==> src/rtl/port_line_packer_pkg.sv <==
// Shared types and constants for the port line packer.
// The packer consumes a frontend word stream (control word + 16-bit payload),
// packs payload into 128-bit lines and emits one descriptor per packet.
package port_line_packer_pkg;

  localparam int WORD_W     = 16;
  localparam int LINE_WORDS = 8;
  localparam int LINE_W     = WORD_W * LINE_WORDS;
  localparam int IDX_W      = $clog2(LINE_WORDS);
  localparam int LINE_CNT_W = 4;
  localparam int DEST_W     = 4;
  localparam int PRIOR_W    = 3;
  localparam int DEF_LEN_W  = 11;

  // One line as stored in the line FIFO.
  typedef struct packed {
    logic [LINE_W-1:0]     data;
    logic [LINE_CNT_W-1:0] words;
    logic                  last;
  } line_t;

  // Descriptor as seen by the queue manager (default length width).
  typedef struct packed {
    logic [DEST_W-1:0]    dest;
    logic [PRIOR_W-1:0]   prior;
    logic [DEF_LEN_W-1:0] len;
  } desc_t;

  typedef enum logic [1:0] {
    ST_IDLE = 2'd0,
    ST_PKT  = 2'd1,
    ST_DESC = 2'd2
  } state_e;

  // Slot index of the word just written -> number of valid words in the line.
  function automatic logic [LINE_CNT_W-1:0] words_in_line(input logic [IDX_W-1:0] idx);
    return LINE_CNT_W'(idx) + LINE_CNT_W'(1);
  endfunction

endpackage

==> src/rtl/port_line_packer_line_fifo.sv <==
// Synchronous FIFO of packed lines.
// Ports: clk, rst (async, active-high); push/push_data write side; pop/head
// read side (head is the current oldest entry); empty, full, almost_full and
// count status. full/almost_full are registered from the post-update count.
// A push while full is accepted only when a pop happens in the same cycle.
module port_line_packer_line_fifo
  import port_line_packer_pkg::*;
#(
  parameter int DEPTH    = 4,
  parameter int AF_LEVEL = 2
) (
  input  logic                   clk,
  input  logic                   rst,
  input  logic                   push,
  input  line_t                  push_data,
  input  logic                   pop,
  output line_t                  head,
  output logic                   empty,
  output logic                   full,
  output logic                   almost_full,
  output logic [$clog2(DEPTH):0] count
);

  localparam int AW = $clog2(DEPTH);
  localparam int CW = AW + 1;

  line_t         mem_q [DEPTH];
  logic [AW-1:0] wr_ptr_q, wr_ptr_d;
  logic [AW-1:0] rd_ptr_q, rd_ptr_d;
  logic [CW-1:0] count_q, count_d;
  logic          full_q, full_d;
  logic          af_q, af_d;
  logic          push_ok, pop_ok;

  always_comb begin
    pop_ok   = pop && (count_q != '0);
    push_ok  = push && ((count_q != CW'(DEPTH)) || pop_ok);
    wr_ptr_d = wr_ptr_q + AW'(push_ok);
    rd_ptr_d = rd_ptr_q + AW'(pop_ok);
    count_d  = count_q + CW'(push_ok) - CW'(pop_ok);
    full_d   = (count_d == CW'(DEPTH));
    af_d     = ((CW'(DEPTH) - count_d) <= CW'(AF_LEVEL));
  end

  always_ff @(posedge clk or posedge rst) begin
    if (rst) begin
      wr_ptr_q <= '0;
      rd_ptr_q <= '0;
      count_q  <= '0;
      full_q   <= 1'b0;
      af_q     <= 1'b0;
    end else begin
      wr_ptr_q <= wr_ptr_d;
      rd_ptr_q <= rd_ptr_d;
      count_q  <= count_d;
      full_q   <= full_d;
      af_q     <= af_d;
    end
  end

  // Storage needs no reset; the pointers define what is valid.
  always_ff @(posedge clk) begin
    if (push_ok) mem_q[wr_ptr_q] <= push_data;
  end

  assign head        = mem_q[rd_ptr_q];
  assign empty       = (count_q == '0);
  assign full        = full_q;
  assign almost_full = af_q;
  assign count       = count_q;

endmodule

==> src/rtl/port_line_packer.sv <==
// Port line packer: packs the frontend payload stream into 128-bit lines for
// the packet SRAM writer and issues one descriptor per packet.
// Ports: clk, rst (async, active-high); in_* frontend word stream;
// line_* line stream to the SRAM writer (vld/rdy); desc_* descriptor to the
// queue manager (vld/rdy); full/almost_full back-pressure; drop_err sticky.
//
// state   | meaning
// --------+-----------------------------------------------------------------
// ST_IDLE | no packet open, no descriptor pending
// ST_PKT  | packet open, assembling payload words
// ST_DESC | descriptor pending; a new packet may already be open (pkt_open_q)
module port_line_packer
  import port_line_packer_pkg::*;
#(
  parameter int LINE_DEPTH = 4,
  parameter int AF_LEVEL   = 2,
  parameter int LEN_W      = 11
) (
  input  logic               clk,
  input  logic               rst,
  input  logic               in_vld,
  input  logic               in_ctrl,
  input  logic               in_eop,
  input  logic [3:0]         in_dest,
  input  logic [2:0]         in_prior,
  input  logic [15:0]        in_data,
  output logic               line_vld,
  input  logic               line_rdy,
  output logic [127:0]       line_data,
  output logic [3:0]         line_words,
  output logic               line_last,
  output logic               desc_vld,
  input  logic               desc_rdy,
  output logic [3:0]         desc_dest,
  output logic [2:0]         desc_prior,
  output logic [LEN_W-1:0]   desc_len,
  output logic               full,
  output logic               almost_full,
  output logic               drop_err
);

  localparam int               CNT_W   = $clog2(LINE_DEPTH) + 1;
  localparam logic [LEN_W-1:0] LEN_MAX = '1;

  state_e                          state_q, state_d;
  logic                            pkt_open_q, pkt_open_d;
  logic [DEST_W-1:0]               hdr_dest_q, hdr_dest_d;
  logic [PRIOR_W-1:0]              hdr_prior_q, hdr_prior_d;
  logic [IDX_W-1:0]                idx_q, idx_d;
  logic [LEN_W-1:0]                len_q, len_d;
  logic [LINE_WORDS-1:0][WORD_W-1:0] asm_q, asm_d;
  logic                            desc_vld_q, desc_vld_d;
  logic [DEST_W-1:0]               desc_dest_q, desc_dest_d;
  logic [PRIOR_W-1:0]              desc_prior_q, desc_prior_d;
  logic [LEN_W-1:0]                desc_len_q, desc_len_d;
  logic                            drop_q, drop_d;

  logic             open_now, open_d;
  logic [LEN_W-1:0] len_inc, issue_len;
  logic             issue, push, pop, fifo_full_now;
  line_t            push_line, head_line;
  logic             fifo_empty, fifo_full, fifo_af;
  logic [CNT_W-1:0] fifo_count;

  assign pop           = ~fifo_empty & line_rdy;
  assign fifo_full_now = (fifo_count == CNT_W'(LINE_DEPTH));

  always_comb begin
    open_now     = (state_q == ST_PKT) || ((state_q == ST_DESC) && pkt_open_q);
    open_d       = open_now;
    hdr_dest_d   = hdr_dest_q;
    hdr_prior_d  = hdr_prior_q;
    idx_d        = idx_q;
    len_d        = len_q;
    asm_d        = asm_q;
    desc_vld_d   = desc_vld_q;
    desc_dest_d  = desc_dest_q;
    desc_prior_d = desc_prior_q;
    desc_len_d   = desc_len_q;
    drop_d       = drop_q;
    push         = 1'b0;
    push_line    = '0;
    issue        = 1'b0;
    issue_len    = len_q;
    len_inc      = (len_q == LEN_MAX) ? len_q : len_q + LEN_W'(1);

    if (desc_vld_q && desc_rdy) desc_vld_d = 1'b0;

    if (in_vld) begin
      if (in_ctrl) begin
        // A control word inside an open packet closes it early.
        if (open_now) begin
          drop_d    = 1'b1;
          issue     = 1'b1;
          issue_len = len_q;
          if (idx_q != '0) begin
            push            = 1'b1;
            push_line.data  = asm_q;
            push_line.words = LINE_CNT_W'(idx_q);
            push_line.last  = 1'b1;
          end
        end
        open_d      = 1'b1;
        hdr_dest_d  = in_dest;
        hdr_prior_d = in_prior;
        len_d       = '0;
        idx_d       = '0;
        asm_d       = '0;
      end else if (!open_now) begin
        drop_d = 1'b1;
      end else begin
        asm_d[idx_q] = in_data;
        if (len_q == LEN_MAX) drop_d = 1'b1;
        len_d = len_inc;
        idx_d = idx_q + IDX_W'(1);
        if ((idx_q == IDX_W'(LINE_WORDS - 1)) || in_eop) begin
          push            = 1'b1;
          push_line.data  = asm_d;
          push_line.words = words_in_line(idx_q);
          push_line.last  = in_eop;
          // Clearing here keeps unused slots of the next line zero.
          asm_d = '0;
          idx_d = '0;
        end
        if (in_eop) begin
          issue     = 1'b1;
          issue_len = len_inc;
          open_d    = 1'b0;
        end
      end
    end

    // The descriptor register is free if it is empty or handing off this cycle.
    if (issue) begin
      if (desc_vld_q && !desc_rdy) begin
        drop_d = 1'b1;
      end else begin
        desc_vld_d   = 1'b1;
        desc_dest_d  = hdr_dest_q;
        desc_prior_d = hdr_prior_q;
        desc_len_d   = issue_len;
      end
    end

    if (push && fifo_full_now && !pop) drop_d = 1'b1;

    pkt_open_d = open_d;
    state_d    = desc_vld_d ? ST_DESC : (open_d ? ST_PKT : ST_IDLE);
  end

  always_ff @(posedge clk or posedge rst) begin
    if (rst) begin
      state_q      <= ST_IDLE;
      pkt_open_q   <= 1'b0;
      hdr_dest_q   <= '0;
      hdr_prior_q  <= '0;
      idx_q        <= '0;
      len_q        <= '0;
      asm_q        <= '0;
      desc_vld_q   <= 1'b0;
      desc_dest_q  <= '0;
      desc_prior_q <= '0;
      desc_len_q   <= '0;
      drop_q       <= 1'b0;
    end else begin
      state_q      <= state_d;
      pkt_open_q   <= pkt_open_d;
      hdr_dest_q   <= hdr_dest_d;
      hdr_prior_q  <= hdr_prior_d;
      idx_q        <= idx_d;
      len_q        <= len_d;
      asm_q        <= asm_d;
      desc_vld_q   <= desc_vld_d;
      desc_dest_q  <= desc_dest_d;
      desc_prior_q <= desc_prior_d;
      desc_len_q   <= desc_len_d;
      drop_q       <= drop_d;
    end
  end

  port_line_packer_line_fifo #(
    .DEPTH   (LINE_DEPTH),
    .AF_LEVEL(AF_LEVEL)
  ) u_line_fifo (
    .clk        (clk),
    .rst        (rst),
    .push       (push),
    .push_data  (push_line),
    .pop        (pop),
    .head       (head_line),
    .empty      (fifo_empty),
    .full       (fifo_full),
    .almost_full(fifo_af),
    .count      (fifo_count)
  );

  // FIFO storage is not reset, so the head is masked while empty.
  assign line_vld    = ~fifo_empty;
  assign line_data   = fifo_empty ? '0 : head_line.data;
  assign line_words  = fifo_empty ? '0 : head_line.words;
  assign line_last   = fifo_empty ? 1'b0 : head_line.last;
  assign desc_vld    = desc_vld_q;
  assign desc_dest   = desc_dest_q;
  assign desc_prior  = desc_prior_q;
  assign desc_len    = desc_len_q;
  assign full        = fifo_full;
  assign almost_full = fifo_af;
  assign drop_err    = drop_q;

endmodule

==> config.mk <==
export PLATFORM = sky130hd
export DESIGN_NAME = port_line_packer
export DESIGN_NICKNAME = d
export VERILOG_FILES = /design/src/rtl/port_line_packer_pkg.sv /design/src/rtl/port_line_packer_line_fifo.sv /design/src/rtl/port_line_packer.sv
export SDC_FILE = /design/constraint.sdc
export NUM_CORES = 1
export LEC_CHECK = 0
export BUFFER_PORTS_ARGS = -buffer_cell sky130_fd_sc_hd__buf_2
export CAP_MARGIN = 30
export CORE_MARGIN = 5
export CORE_UTILIZATION = 40
export CTS_CLUSTER_DIAMETER = 150
export DETAILED_ROUTE_END_ITERATION = 8
export GPL_TIMING_DRIVEN = 0
export PLACE_DENSITY_LB_ADDON = 0.1
export RECOVER_POWER = 100
export SLEW_MARGIN = 10
export SYNTH_ARGS = -nofsm -noshare
export SYNTH_HDL_FRONTEND = slang
export SYNTH_SLANG_ARGS = --single-unit
==> constraint.sdc <==
create_clock -name clk -period 31.2 [get_ports clk]
set_clock_uncertainty 0.15 [all_clocks]
set_input_delay 6.24 -clock clk [delete_from_list [all_inputs] [get_ports clk]]
set_output_delay 6.24 -clock clk [all_outputs]
set_load 0.005 [all_outputs]
==> results.toml, run 1 <==
[outcome]
status = "finished, violations left"
violations = "max-capacitance violations, max-slew violations"

[flow_run]
cap_viol_max_count = 7

[sta]
worstMarginPinSlew_ns = 6.47
setup-tns-final_ns = 0
rsz0062_at_grt = "no"
setup_viol = 0
slew_violations = 333
finalHoldViolCount = 0
period_needed_ns = 13.88
clock.fmax_mhz = 72.0
maxSlewHeadroom_pct = -331
finalCritPeriodShare_pct = 44.5

[power_and_ir_drop]
ir_drop_v = 0.0000451
p_per_area_mw_per_mm2 = 79.9
cellLeakagePower_nw = 11.9

[grt]
antenna_found_initial = 2
overflow = 0
grt_pass1_vias = 17100
grt_pass1_wl_mm = 114
grt_start_max_net_pins = 116
grt_use_total_pct = 19.5

[yosys]
synthCells = 1630
ys_top_cells_by_count = "532 x edfxtp_1, 193 x a22o_1, 180 x dfrtp_1"
synth_cell_type_count = 62
synthArstFlopShare_pct = 25.3
syn_nets = 1672
synth_top_area_cell = "edfxtp_1"
synth_top_area_share_pct = 55.2
synth-seq-area-share_pct = 70.8
ys_warn_count = 0
synthFlopType = "edfxtp_1"
syn_avg_cell_area_um2 = 17.7
synth.area.top_cells = "edfxtp_1 55%, dfrtp_1 16%, mux4_2 10%, a22o_1 5.8%, and2_1 2.9%"
synth_seq_cells = 712
synth_most_common_cell = "edfxtp_1"
syn_area_mm2 = 0.0289
synth-edff-count = 532

[clock_tree]
clock_latency_ns = 0.61
cts_sinks = 712
clockBufferDepth = 3
numCtsBuffers = 77
postCtsSetupBuffers = 0
ctsHoldBuffers = 0
htreeDepth = 3
cts.clk_slew.worst_paths_ns = 0.06
cts-resized-gates = 0
cts_tree = "done"
cts-root-buf = "clkbuf_16"

[worst_setup_path]
critPathRequiredTime_ns = 30.17
cpMaxStageDelayCell = "clkbuf_1"
worstSetupStartpointType = "input port"
end_kind = "async pin"
max_stage_delay_ns = 4.62
path_max_fanout = 115
worstPathArrival_ns = 12.86
crit_chain = "buf_2 -> clkinvlp_2 -> clkbuf_1"
worstSetupPathType = "input port to async pin"
crit_buf_inv = 3
cp_top_family = "buffers and inverters"

[place]
place_area_mm2 = 0.0317
dp.final_hpwl_mm = 52.9
portBuffers = 183
gp_congestion = 0.797

[detailed_routing]
viasPerCell = 5.52
drt-total-wl_mm = 76.6
wl_met2_mm = 36.6
dr.pass1.iters = 7
wl_per_cell_um = 25.9
vias = 16300
drc_errors = 0
drtIter0Drc = 1275
top_layer_used = "met5"
met1Wirelength_mm = 33.7
drtAntennaViolNets = 0
dr_wl_met3_mm = 4.63

[die]
die_area_mm2 = 0.0778
row_count = 98
core_area_mm2 = 0.0716
top_level_ports = 186
die_y_um = 279
initial_core_util_pct = 40.4
die_w_um = 279

[layout]
utilization_pct = 46.6
syn_to_final_growth_pct = 15.4
drive_above_1_share_pct = 20.6
finalInstanceArea_mm2 = 0.0334
nets = 1995
num-fill-cells = 6351

[min_path]
hold_class = "register to register"
## area by class of cell
class / count / area (µm²) / share of cell area [%]
Timing Repair Buffer: 244 / 1090 / 3.28
Clock inverter: 19 / 170 / 0.509
Buffer: 114 / 464 / 1.39
Clock buffer: 117 / 2240 / 6.71
Antenna cell: 1 / 2.50 / 0.00749
Tap cell: 950 / 1190 / 3.56
Sequential cell: 712 / 20500 / 61.3
Inverter: 13 / 50.0 / 0.150
Multi-Input combinational cell: 791 / 7710 / 23.1
## per-layer routing
metal	up-vias	GRT usage (%)
met5	-	0
met4	2	5.29
met3	105	4.01
met2	520	31.2
met1	8554	27.7
li1	7158	-
## path summary, 6_finish.rpt
check	startpoint	endpoint	slack (ns)	cells past startpoint
max in group clk	in_vld	u_line_fifo.mem_q[3][88]	18.81	7
max	rst	asm_q[8]	17.32	3
min in group asynchronous	rst	asm_q[113]	6.40	2
min	hdr_prior_q[0]	hdr_prior_q[0]	0.32	2
max reg2reg	idx_q[1]	u_line_fifo.mem_q[3][88]	23.96	10
min reg2reg	hdr_prior_q[0]	hdr_prior_q[0]	0.32	2
## power breakdown
group	leakage, nW	switching (mW)	internal (mW)
Sequential	7.40	0.0220	1.07
Clock	1.18	0.360	0.512
Combinational	3.33	0.389	0.310
Total	11.9	0.770	1.90
## placed cells by master, fill, tap and decap left out, types with 5 or more instances in the layout
cell / instances
edfxtp_1: 532
xnor2_1: 10
o21ai_1: 5
a22o_1: 193
nand3_1: 15
mux4_2: 133
and2_1: 70
clkinv_2: 9
clkbuf_1: 233
inv_1: 9
ha_1: 11
buf_2: 142
nor3_1: 12
dfrtp_1: 180
clkbuf_8: 8
and2_0: 65
o2bb2ai_1: 60
mux2_2: 8
nand2_1: 70
a21oi_1: 9
o21ai_0: 29
nor2_1: 29
clkbuf_16: 81
## through the flow
step / cells / hold slack, ns / power (mW) / setup slack (ns)
global placement: 2763 / 0.291 / 1.87 / 3.60
CTS: 2960 / 0.328 / 2.75 / 21.28
floorplan: 1630 / 0.292 / 1.56 / 13.54
finish: 2961 / 0.323 / 2.67 / 17.32
global route: 2960 / 0.359 / 2.81 / 15.58
detailed placement: 2824 / 0.308 / 1.87 / 21.73
## registers in the layout, summed over array words and instances (netlist names)
register and flops:
u_line_fifo.mem_q 532, asm_q 128, desc_len 11, len_q 11, desc_dest 4, hdr_dest_q 4
desc_prior 3, hdr_prior_q 3, idx_q 3, u_line_fifo.count 3, u_line_fifo.rd_ptr_q 2, u_line_fifo.wr_ptr_q 2
desc_vld 1, drop_err 1, pkt_open_q 1, state_q 1, u_line_fifo.almost_full 1, u_line_fifo.full 1
## cell families (layout without fill, tap and decap cells)
logic type	Yosys count	in the layout	synth area share [%]
simple gates	301	301	5.96
buf+inv	127	507	2.12
xor+xnor	14	14	0.424
compound gates	319	319	9.35
fa+ha+maj	12	12	0.545
mux	145	145	10.8
other cells	0	1	0
flops	712	712	70.8
## worst register-to-register path, cell delays in order, from the launching register on
cell,delay [ns]
dfrtp_1,0.34
buf_2,0.21
inv_2,0.06
buf_2,0.19
ha_1,0.26
a31oi_1,0.25
nand4_1,0.21
inv_1,0.17
and3_1,1.27
clkbuf_1,1.70
clkbuf_1,1.91
No activity file was read; power rests on OpenSTA's default activity.
==> inputs of run 2 (changes only) <==
==> constraint.sdc (replaced) <==
create_clock -name clk -period 14 [get_ports clk]
set_clock_uncertainty 0.15 [all_clocks]
set_input_delay 2.8 -clock clk [delete_from_list [all_inputs] [get_ports clk]]
set_output_delay 2.8 -clock clk [all_outputs]
set_load 0.005 [all_outputs]
==> run 2 against run 1 <==
Net effect: the run still ends with max-capacitance violations, max-slew violations left; core utilization grew 0.070 points; flip-flop and latch count is the same; register-to-register slack lost 17 ns; final area rose by 0.15%; setup slack got worse by 12 ns; global-route usage shrank 0.38 points; non-clock buffer count decreased by 15; power up 120%; first-iteration DRC count grew 3.0%; die area unchanged; routed wire length is 1.9% lower; final cell count shrank 0.51%.
==> results.toml, run 2 (synthesized netlist as in run 1, its figures left out) <==
[grt]
antenna_found_initial = 2
grt_busiest_layer = "met2"
grt_pass1_vias = 16700
grt_start_max_net_pins = 92
grt_pass1_wl_mm = 112
overflow = 0
met3_usage_pct = 3.09
grtUsageMet2_pct = 30.8
met1_usage_pct = 27.8
grt_use_total_pct = 19.2

[place]
placedCellCount = 2809
dp.final_hpwl_mm = 52.1
place_area_mm2 = 0.0318
portBuffers = 183
gp_congestion = 0.807

[layout]
top_regs = "u_line_fifo.mem_q x532, asm_q x128"
multi_input_area_mm2 = 0.00771
utilization_pct = 46.7
top_register = "u_line_fifo.mem_q"
finalInstanceArea_mm2 = 0.0334
largest_reg_flops = 532
drive_above_1_share_pct = 21.6
fin_cells = 2946
nets = 1979
ff_latch_area_mm2 = 0.0205
final_common_cell = "edfxtp_1"
syn_to_final_growth_pct = 15.6
antenna_cells = 0
num-fill-cells = 6327
final_cell_mix = "532 x edfxtp_1, 196 x clkbuf_1, 193 x a22o_1"

[sta]
rsz0062_at_grt = "no"
slew_violations = 273
finalHoldViolCount = 0
maxSlewHeadroom_pct = -192
setup_viol = 0
worstMarginPinSlew_ns = 4.36
finalCritPeriodShare_pct = 62.6
clock.fmax_mhz = 114
hold_slack_ns = 0.322
period_needed_ns = 8.76

[detailed_routing]
dr.pass1.iters = 5
drtAntennaViolNets = 0
wl_per_cell_um = 25.5
vias = 16300
viasPerCell = 5.52
drtIter0Drc = 1313
drt-total-wl_mm = 75.1
drc_errors = 0

[clock_tree]
postCtsSetupBuffers = 0
cts.clk_slew.worst_paths_ns = 0.06
cts-root-buf = "clkbuf_16"
numCtsBuffers = 76
htreeDepth = 3
cts-resized-gates = 0
ctsHoldBuffers = 0
cts_sinks = 712
cts_tree = "done"
clockBufferDepth = 3
clock_latency_ns = 0.61

[min_path]
hold_class = "register to register"
whs_path_depth = 2
hold_end = "hdr_prior_q[0]"
min-delay-start = "hdr_prior_q[0]"

[power_and_ir_drop]
ir_drop_v = 0.0000787
p_total_mw = 5.98
p_per_area_mw_per_mm2 = 179
cellLeakagePower_nw = 12.0

[worst_setup_path]
end_kind = "register"
worstSetupPathType = "input port to register"
worstPathArrival_ns = 8.85
timing.rr.end = "u_line_fifo.mem_q[2][95]"
path_max_fanout = 12
crit_chain = "clkbuf_1 -> clkbuf_1 -> a31oi_1 -> nand4_1 -> nor3b_1 -> clkbuf_1 -> clkbuf_1 -> clkbuf_1 -> clkbuf_1 -> clkbuf_1"
worstSetupStartpointType = "input port"
reg2reg_setup_slack_ns = 6.96
worst_path_most_repeated_cell = "clkbuf_1"
r2r-start = "idx_q[1]"
r2r_cells = 12
critPathRequiredTime_ns = 14.09
max_stage_delay_ns = 1.52
cpMaxStageDelayCell = "nor3b_1"

[die]
initial_core_util_pct = 40.4
die_area_mm2 = 0.0778
top_level_ports = 186
die_y_um = 279
row_count = 98
core_area_mm2 = 0.0716
die_w_um = 279

[outcome]
status = "finished, violations left"
violations = "max-capacitance violations, max-slew violations"

[flow_run]
cap_viol_max_count = 8
[run 2: area by class of cell]
class / count / share of cell area (%)
flip-flops and latches: 712 / 61.2
multi-input cells: 791 / 23.0
clock buffers: 108 / 6.61
well taps: 950 / 3.55
repair buffers: 229 / 3.24
plain buffers: 114 / 1.39
clock inverters: 29 / 0.786
inverters: 13 / 0.150
[run 2: worst max path at each step]
stage                             from                        to
6_report                       in_ctrl  u_line_fifo.mem_q[2][95]
5_1_grt                         in_vld  u_line_fifo.mem_q[2][93]
4_1_cts        u_line_fifo.rd_ptr_q[0]             line_data[76]
3_5_place_dp                   in_ctrl  u_line_fifo.mem_q[0][61]
3_3_place_gp                   in_ctrl  u_line_fifo.mem_q[0][72]
2_1_floorplan                  in_ctrl   u_line_fifo.mem_q[0][0]
[run 2: where the power goes]
part	switching [mW]	total, mW	internal, mW
clock	0.797	1.99	1.19
sequential	0.0482	2.44	2.40
combinational	0.854	1.55	0.696
total	1.70	5.98	4.28
[run 2: per-layer routing]
metal,part of all wire [%],vias up
met4,1.8,2
met2,48,460
met5,0.0093,-
li1,-,7133
met3,5.1,96
met1,45,8578
[run 2: through the flow]
stage                     setup WS [ns]  setup TNS [ns]
after global routing               4.76               0
final                              5.24               0
after CTS                          7.48               0
after global placement            -8.43        -1299.68
after detailed placement           7.64               0
after floorplan                   0.448               0
[run 2: worst max-delay path, delay by kind of cell]
kind / cells / cell delay [ns]
buf+inv: 7 / 3.87
compound gates: 1 / 0.40
simple gates: 2 / 1.75
